## src/rtl/posit_quire_accum_raw.sv

```systemverilog
// rtl/posit_quire_accum_raw.sv - exact quire accumulator for raw posit terms, normalised back to raw format per frame
module posit_quire_accum_raw #(
  parameter int SCALE_W   = 8,
  parameter int FBITS     = 27,
  parameter int OUT_FBITS = 59,
  parameter int QUIRE_W   = 128,
  parameter int QFRAC     = 64,
  parameter int CNT_W     = 16
) (
  input  logic                           clk,
  input  logic                           rst,
  input  logic                           clr,
  input  logic [SCALE_W+FBITS+2:0]       in_data,
  input  logic                           in_valid,
  input  logic                           in_last,
  output logic                           in_ready,
  output logic [SCALE_W+OUT_FBITS+2:0]   out_data,
  output logic                           out_ovf,
  output logic [CNT_W-1:0]               out_count,
  output logic                           out_valid,
  input  logic                           out_ready
);

  localparam int IN_W = SCALE_W + FBITS + 3;
  localparam int LW   = $clog2(QUIRE_W);
  localparam logic signed [15:0] P_MAX = 16'(QUIRE_W - 2);

  typedef enum logic [1:0] {S_ACC, S_DRAIN, S_NORM, S_HOLD} state_t;

  state_t r_state, w_next;

  logic                 r_drain_cnt;
  logic                 r_s1_valid;
  logic [QUIRE_W-1:0]   r_s1_term;
  logic [QUIRE_W-1:0]   r_quire;
  logic                 r_nar, r_ovf;
  logic [CNT_W-1:0]     r_count;
  logic [QUIRE_W-1:0]   r_abs;
  logic                 r_nsgn, r_nzero, r_nnar;
  logic [LW-1:0]        r_lod;
  logic                 r_out_valid;

  logic                 w_accept, w_handshake;
  logic                 w_sgn, w_inf, w_zero;
  logic [SCALE_W-1:0]   w_scl;
  logic [FBITS-1:0]     w_frac_in;
  logic signed [15:0]   w_p, w_sh;
  logic [QUIRE_W-1:0]   w_mant, w_mag, w_term;
  logic                 w_s1_ovf, w_s1_nar;
  logic [QUIRE_W-1:0]   w_sum, w_abs;
  logic                 w_add_ovf;
  logic [LW-1:0]        w_lod, w_lsh;
  logic [SCALE_W-1:0]   w_scale_out;
  logic [OUT_FBITS-1:0] w_frac_out;

  assign w_accept    = in_valid & in_ready & ~clr;
  assign w_handshake = r_out_valid & out_ready;

  assign w_sgn     = in_data[IN_W-1];
  assign w_scl     = in_data[IN_W-2 -: SCALE_W];
  assign w_frac_in = in_data[FBITS+1:2];
  assign w_inf     = in_data[1];
  assign w_zero    = in_data[0];
  assign w_mant    = {{(QUIRE_W-FBITS-1){1'b0}}, 1'b1, w_frac_in};

  // Align the hidden bit to quire position QFRAC+scale; bits falling below bit 0 are dropped.
  always_comb begin
    w_p      = 16'(QFRAC) + {{(16-SCALE_W){w_scl[SCALE_W-1]}}, w_scl};
    w_sh     = w_p - 16'(FBITS);
    w_mag    = '0;
    w_s1_ovf = 1'b0;
    w_s1_nar = 1'b0;
    if (w_zero)
      w_mag = '0;
    else if (w_inf)
      w_s1_nar = 1'b1;
    else if (w_p > P_MAX)
      w_s1_ovf = 1'b1;
    else if (!w_sh[15])
      w_mag = w_mant << w_sh;
    else
      w_mag = w_mant >> (-w_sh);
    w_term = w_sgn ? -w_mag : w_mag;
  end

  assign w_sum     = r_quire + r_s1_term;
  assign w_add_ovf = (r_quire[QUIRE_W-1] == r_s1_term[QUIRE_W-1]) &&
                     (w_sum[QUIRE_W-1] != r_quire[QUIRE_W-1]);

  // The most-negative quire negates to itself, which reads correctly as unsigned 2^(QUIRE_W-1).
  assign w_abs = r_quire[QUIRE_W-1] ? -r_quire : r_quire;

  always_comb begin
    w_lod = '0;
    for (int i = 0; i < QUIRE_W; i++)
      if (w_abs[i]) w_lod = i[LW-1:0];
  end

  assign w_lsh       = LW'(QUIRE_W - 1) - r_lod;
  assign w_scale_out = SCALE_W'({1'b0, r_lod}) - SCALE_W'(QFRAC);
  assign w_frac_out  = OUT_FBITS'((r_abs << w_lsh) >> (QUIRE_W - 1 - OUT_FBITS));

  always_ff @(posedge clk or posedge rst) begin
    if (rst)
      r_state <= S_ACC;
    else
      r_state <= w_next;
  end

  always_comb begin
    w_next = r_state;
    case (r_state)
      S_ACC:   if (w_accept && in_last) w_next = S_DRAIN;
      S_DRAIN: if (r_drain_cnt) w_next = S_NORM;
      S_NORM:  w_next = S_HOLD;
      S_HOLD:  if (w_handshake) w_next = S_ACC;
      default: w_next = S_ACC;
    endcase
    if (clr) w_next = S_ACC;
  end

  always_comb begin
    in_ready  = (r_state == S_ACC);
    out_valid = r_out_valid;
  end

  always_ff @(posedge clk or posedge rst) begin
    if (rst) begin
      r_drain_cnt <= 1'b0;
      r_s1_valid  <= 1'b0;
      r_s1_term   <= '0;
      r_quire     <= '0;
      r_nar       <= 1'b0;
      r_ovf       <= 1'b0;
      r_count     <= '0;
      r_abs       <= '0;
      r_nsgn      <= 1'b0;
      r_nzero     <= 1'b0;
      r_nnar      <= 1'b0;
      r_lod       <= '0;
      r_out_valid <= 1'b0;
      out_data    <= {{(IN_W-FBITS+OUT_FBITS-1){1'b0}}, 1'b1};
      out_ovf     <= 1'b0;
      out_count   <= '0;
    end else if (clr) begin
      r_drain_cnt <= 1'b0;
      r_s1_valid  <= 1'b0;
      r_quire     <= '0;
      r_nar       <= 1'b0;
      r_ovf       <= 1'b0;
      r_count     <= '0;
      r_out_valid <= 1'b0;
    end else begin
      r_s1_valid <= w_accept;
      r_s1_term  <= w_term;
      if (w_accept) begin
        if (r_count != {CNT_W{1'b1}}) r_count <= r_count + 1'b1;
        r_nar <= r_nar | w_s1_nar;
      end
      r_ovf <= r_ovf | (w_accept & w_s1_ovf) | (r_s1_valid & w_add_ovf);
      if (r_s1_valid) r_quire <= w_sum;
      r_drain_cnt <= (r_state == S_DRAIN) ? ~r_drain_cnt : 1'b0;
      if (r_state == S_NORM) begin
        r_abs   <= w_abs;
        r_nsgn  <= r_quire[QUIRE_W-1];
        r_nzero <= (r_quire == '0);
        r_nnar  <= r_nar;
        r_lod   <= w_lod;
      end
      if (r_state == S_HOLD && !r_out_valid) begin
        r_out_valid <= 1'b1;
        out_ovf     <= r_ovf;
        out_count   <= r_count;
        if (r_nnar)
          out_data <= {1'b0, {SCALE_W{1'b0}}, {OUT_FBITS{1'b0}}, 2'b10};
        else if (r_nzero)
          out_data <= {1'b0, {SCALE_W{1'b0}}, {OUT_FBITS{1'b0}}, 2'b01};
        else
          out_data <= {r_nsgn, w_scale_out, w_frac_out, 2'b00};
      end
      if (r_state == S_HOLD && w_handshake) begin
        r_out_valid <= 1'b0;
        r_quire     <= '0;
        r_nar       <= 1'b0;
        r_ovf       <= 1'b0;
        r_count     <= '0;
      end
    end
  end

endmodule

```

## config.mk

```make
export PLATFORM = sky130hd
export DESIGN_NAME = posit_quire_accum_raw
export DESIGN_NICKNAME = d
export VERILOG_FILES = /design/src/rtl/posit_quire_accum_raw.sv
export SDC_FILE = /design/constraint.sdc
export NUM_CORES = 2
export LEC_CHECK = 0
export BUFFER_PORTS_ARGS = -buffer_cell sky130_fd_sc_hd__buf_2
export CORE_MARGIN = 2
export CORE_UTILIZATION = 56
export CTS_CLUSTER_DIAMETER = 30
export DETAILED_ROUTE_END_ITERATION = 10
export GPL_ROUTABILITY_DRIVEN = 1
export PLACE_DENSITY_LB_ADDON = 0.12
export SYNTH_ARGS = -nofsm -noshare
export SYNTH_HDL_FRONTEND = slang
export SYNTH_SLANG_ARGS = --single-unit
```

## constraint.sdc

```tcl
create_clock -name clk -period 21.1 [get_ports clk]
set_clock_uncertainty 0.1 [all_clocks]
set_input_delay 3.165 -clock clk [delete_from_list [all_inputs] [get_ports clk]]
set_output_delay 3.165 -clock clk [all_outputs]
set_load 0.02 [all_outputs]
```

==> results.toml <==
[worst_setup_path]
slowest_delay_ns = 0.83
slowest_stage = "buf_4"
cp_num_buf_inv = 4
path_cells = "buf_2, buf_4, inv_1, ha_4, buf_4, mux4_2, mux2i_1, mux2i_1, a22oi_1, nor2_1, nor3_1, a41oi_1, nor4_1, nand4_1, or3_1, nor2_1, a21oi_1, xor2_1, mux2_2"
worst-path-max-fanout = 79
worstRegToRegCells = 14
path_delay_family = "simple AND/OR/NAND/NOR gates"
critical_path.startpoint = "in_data[29]"
worstReg2RegEnd = "r_lod[6]$_DFFE_PP0P_"
critPathRequiredTime_ns = 21.55
reg2reg_from = "r_quire[10]$_DFFE_PP0P_"
critPathArrivalTime_ns = 10.89
crit_path_start_kind = "input port"
worstSetupPathType = "input port to flop"
worstSetupEndpointType = "flop"
rrSetupSlack_ns = 14.25

[placed_design]
hpwl_um = 126500
place_congestion = 1.140
port_buffers = 132
postPlaceCellArea_um2 = 47800

[drt]
first_pass_iters = 7
drt_iter0_drc = 4689
wl_um = 165900
avgRoutedWirePerCell_um = 24.10
drcViolationCount = 0
avgViaCountPerCell = 6.575
drtAntennaViolNets = 0
via_count = 45260

[outcome]
status = "complete, no violations"

[timing]
slew-limit-headroom = 0.1674
fin_hold_ws_ns = 0.3693
finalSetupTns_ns = 0
rsz0062_at_grt = "no"
slew_violations = 0
setup_viol = 0
timing.fmax_mhz = 95.78
hold_viol = 0
fin_crit_sh = 0.4948
fin_crit_ns = 10.44
tightestPinTransition_ns = 1.236

[clock_tree]
cts_htree_levels = 3
cts-hold-fix-buffers = 0
cts_tree = "done"
postCtsSetupRepairBufs = 0
cts_num_sinks = 502
cts_buffers = 110
insertion_delay_ns = 0.70
cts_resized = 0
clkTransAtPathRegs_ns = 0.05
clockBufferDepth = 3
clockRootBuffer = "clkbuf_16"

[die]
die_area_um2 = 85520
core_area_um2 = 82240
pin_count = 133
die_h_um = 292.4
rows = 105
dieWidth_um = 292.4
start_util = 0.5665

[yosys]
yosys.area.top_type_share = 0.2691
syn_nets = 5964
ys_warn_count = 0
synth.ff_latch_count = 502
synth_area_leaders = "dfrtp_1, nand2_1, mux4_2, o21ai_0, mux2i_1"
synth-async-reset-ratio = 1.000
synth_enable_flop_cells = 0
synth_top_cell_by_area = "dfrtp_1"
synth_ff_type = "dfrtp_1"
avgSynthCellArea_um2 = 8.061
synthCells = 5780
synth_area_um2 = 46590
ys_types = 103
synth_most_common_cell = "nand2_1"
yosysSeqAreaShare = 0.2696
synthTopCellsByCount = "nand2_1, o21ai_0, dfrtp_1, nor2_1, a21oi_1"

[cells_and_area]
drive_gt1_frac = 0.1268
final_nets = 5901
syn2layout_area_growth_pct = 11.16
final_area_um2 = 51790
antennaDiodeCount = 0

[global_route]
overflow = 0
grt.total_usage = 0.3815
antenna_found_initial = 0
grt_pass1_wl_um = 255500
grt_pass1_vias = 42050
grt_max_degree = 119

[power]
p_leak_nw = 23.16
finalPower_mw = 6.386
irDropWorstVdd_v = 0.00009388
powerDensity_nw_per_um2 = 123.3

[min_path]
holdCritStartpoint = "out_data[27]$_DFFE_PP0P_"
holdPathEnd = "out_data[27]$_DFFE_PP0P_"
hp-class = "flop to flop"
whs_path_depth = 1

[run]
cap_violations = 0
sequential cells by signal (all words and copies together) (netlist names):
register and cells:
r_nsgn 1, r_s1_term 128, r_nnar 1, r_state 2, r_drain_cnt 1, out_count 16, out_data 69, out_ovf 1
r_s1_valid 1, r_nzero 1, r_nar 1, r_lod 7, r_count 16, r_abs 127, r_ovf 1, r_quire 128
out_valid 1
worst max path at each step:
| stage | end | cells after the start |
|---|---|---|
| 6_report | r_s1_term[114]$_DFFE_PP0N_ | 19 |
| 3_3_place_gp | r_s1_term[124]$_DFFE_PP0N_ | 19 |
| 3_5_place_dp | r_s1_term[124]$_DFFE_PP0N_ | 19 |
| 4_1_cts | r_s1_term[114]$_DFFE_PP0N_ | 19 |
| 2_1_floorplan | out_count[0]$_DFFE_PP0P_ | 1 |
| 5_1_grt | r_s1_term[124]$_DFFE_PP0N_ | 19 |
kinds of logic after synthesis:
logic type / after synthesis / share of synthesized area
buffers and inverters: 487 / 0.04119
muxes: 507 / 0.1518
and+or+nand+nor: 2055 / 0.1968
AOI/OAI and AO/OA: 1717 / 0.2315
xor gates and xnor gates: 372 / 0.07130
DFF: 502 / 0.2696
adders and majority gates: 140 / 0.03776
layout by cell type, fill, tap and decap left out, types with 54 or more instances in the layout:
cell type	count
xnor2_1	166
clkbuf_16	110
o21ai_0	653
buf_2	130
inv_1	98
nand2_1	947
nor2_1	496
buf_4	77
a21oi_1	310
a211oi_1	55
o211ai_1	63
mux2i_1	280
a21o_1	90
dfrtp_1	492
mux4_2	152
ha_1	138
or3_1	54
o31ai_1	63
xor2_1	195
mux2_2	73
nand2b_1	60
nand3_1	100
nor3_1	92
a31oi_1	65
cell type report:
| type | count | area (um^2) |
|---|---|---|
| multi-input cells | 4791 | 32240 |
| flip-flops and latches | 502 | 12580 |
| fillers | 7366 | 30450 |
| inverters | 104 | 400.4 |
| repair buffers | 208 | 1240 |
| clock buffers | 134 | 2973 |
| well taps | 1070 | 1339 |
| clock inverters | 75 | 1017 |
worst reg2reg max path: cells and delay by family (launching register included):
| kind | cells | cell delay (ns) |
|---|---|---|
| DFF | 1 | 0.53 |
| xor gates and xnor gates | 1 | 0.20 |
| AOI/OAI and AO/OA | 2 | 0.46 |
| and+or+nand+nor | 11 | 5.41 |
per-layer routing:
layer	GRT usage	part of all wire	vias to the layer above
met5	0	0	-
met4	0.1870	0.054	0
met2	0.5839	0.44	1983
met3	0.06290	0.077	408
met1	0.5256	0.43	21840
li1	-	-	21040
stage by stage:
step	std cells	worst slack, ns	utilization
final	6884	10.66	0.6297
after detailed placement	6675	10.28	0.5812
after CTS	6884	11.01	0.6297
after global routing	6884	10.17	0.6297
after floorplan	5780	3.820	-
after global placement	6675	10.43	0.5812
power by group:
| group | internal (mW) | total, mW | switching (mW) |
|---|---|---|---|
| Clock | 1.20 | 1.81 | 0.611 |
| Combinational | 1.13 | 3.08 | 1.96 |
| Sequential | 1.18 | 1.49 | 0.309 |
(Power assumes the default switching activity.)
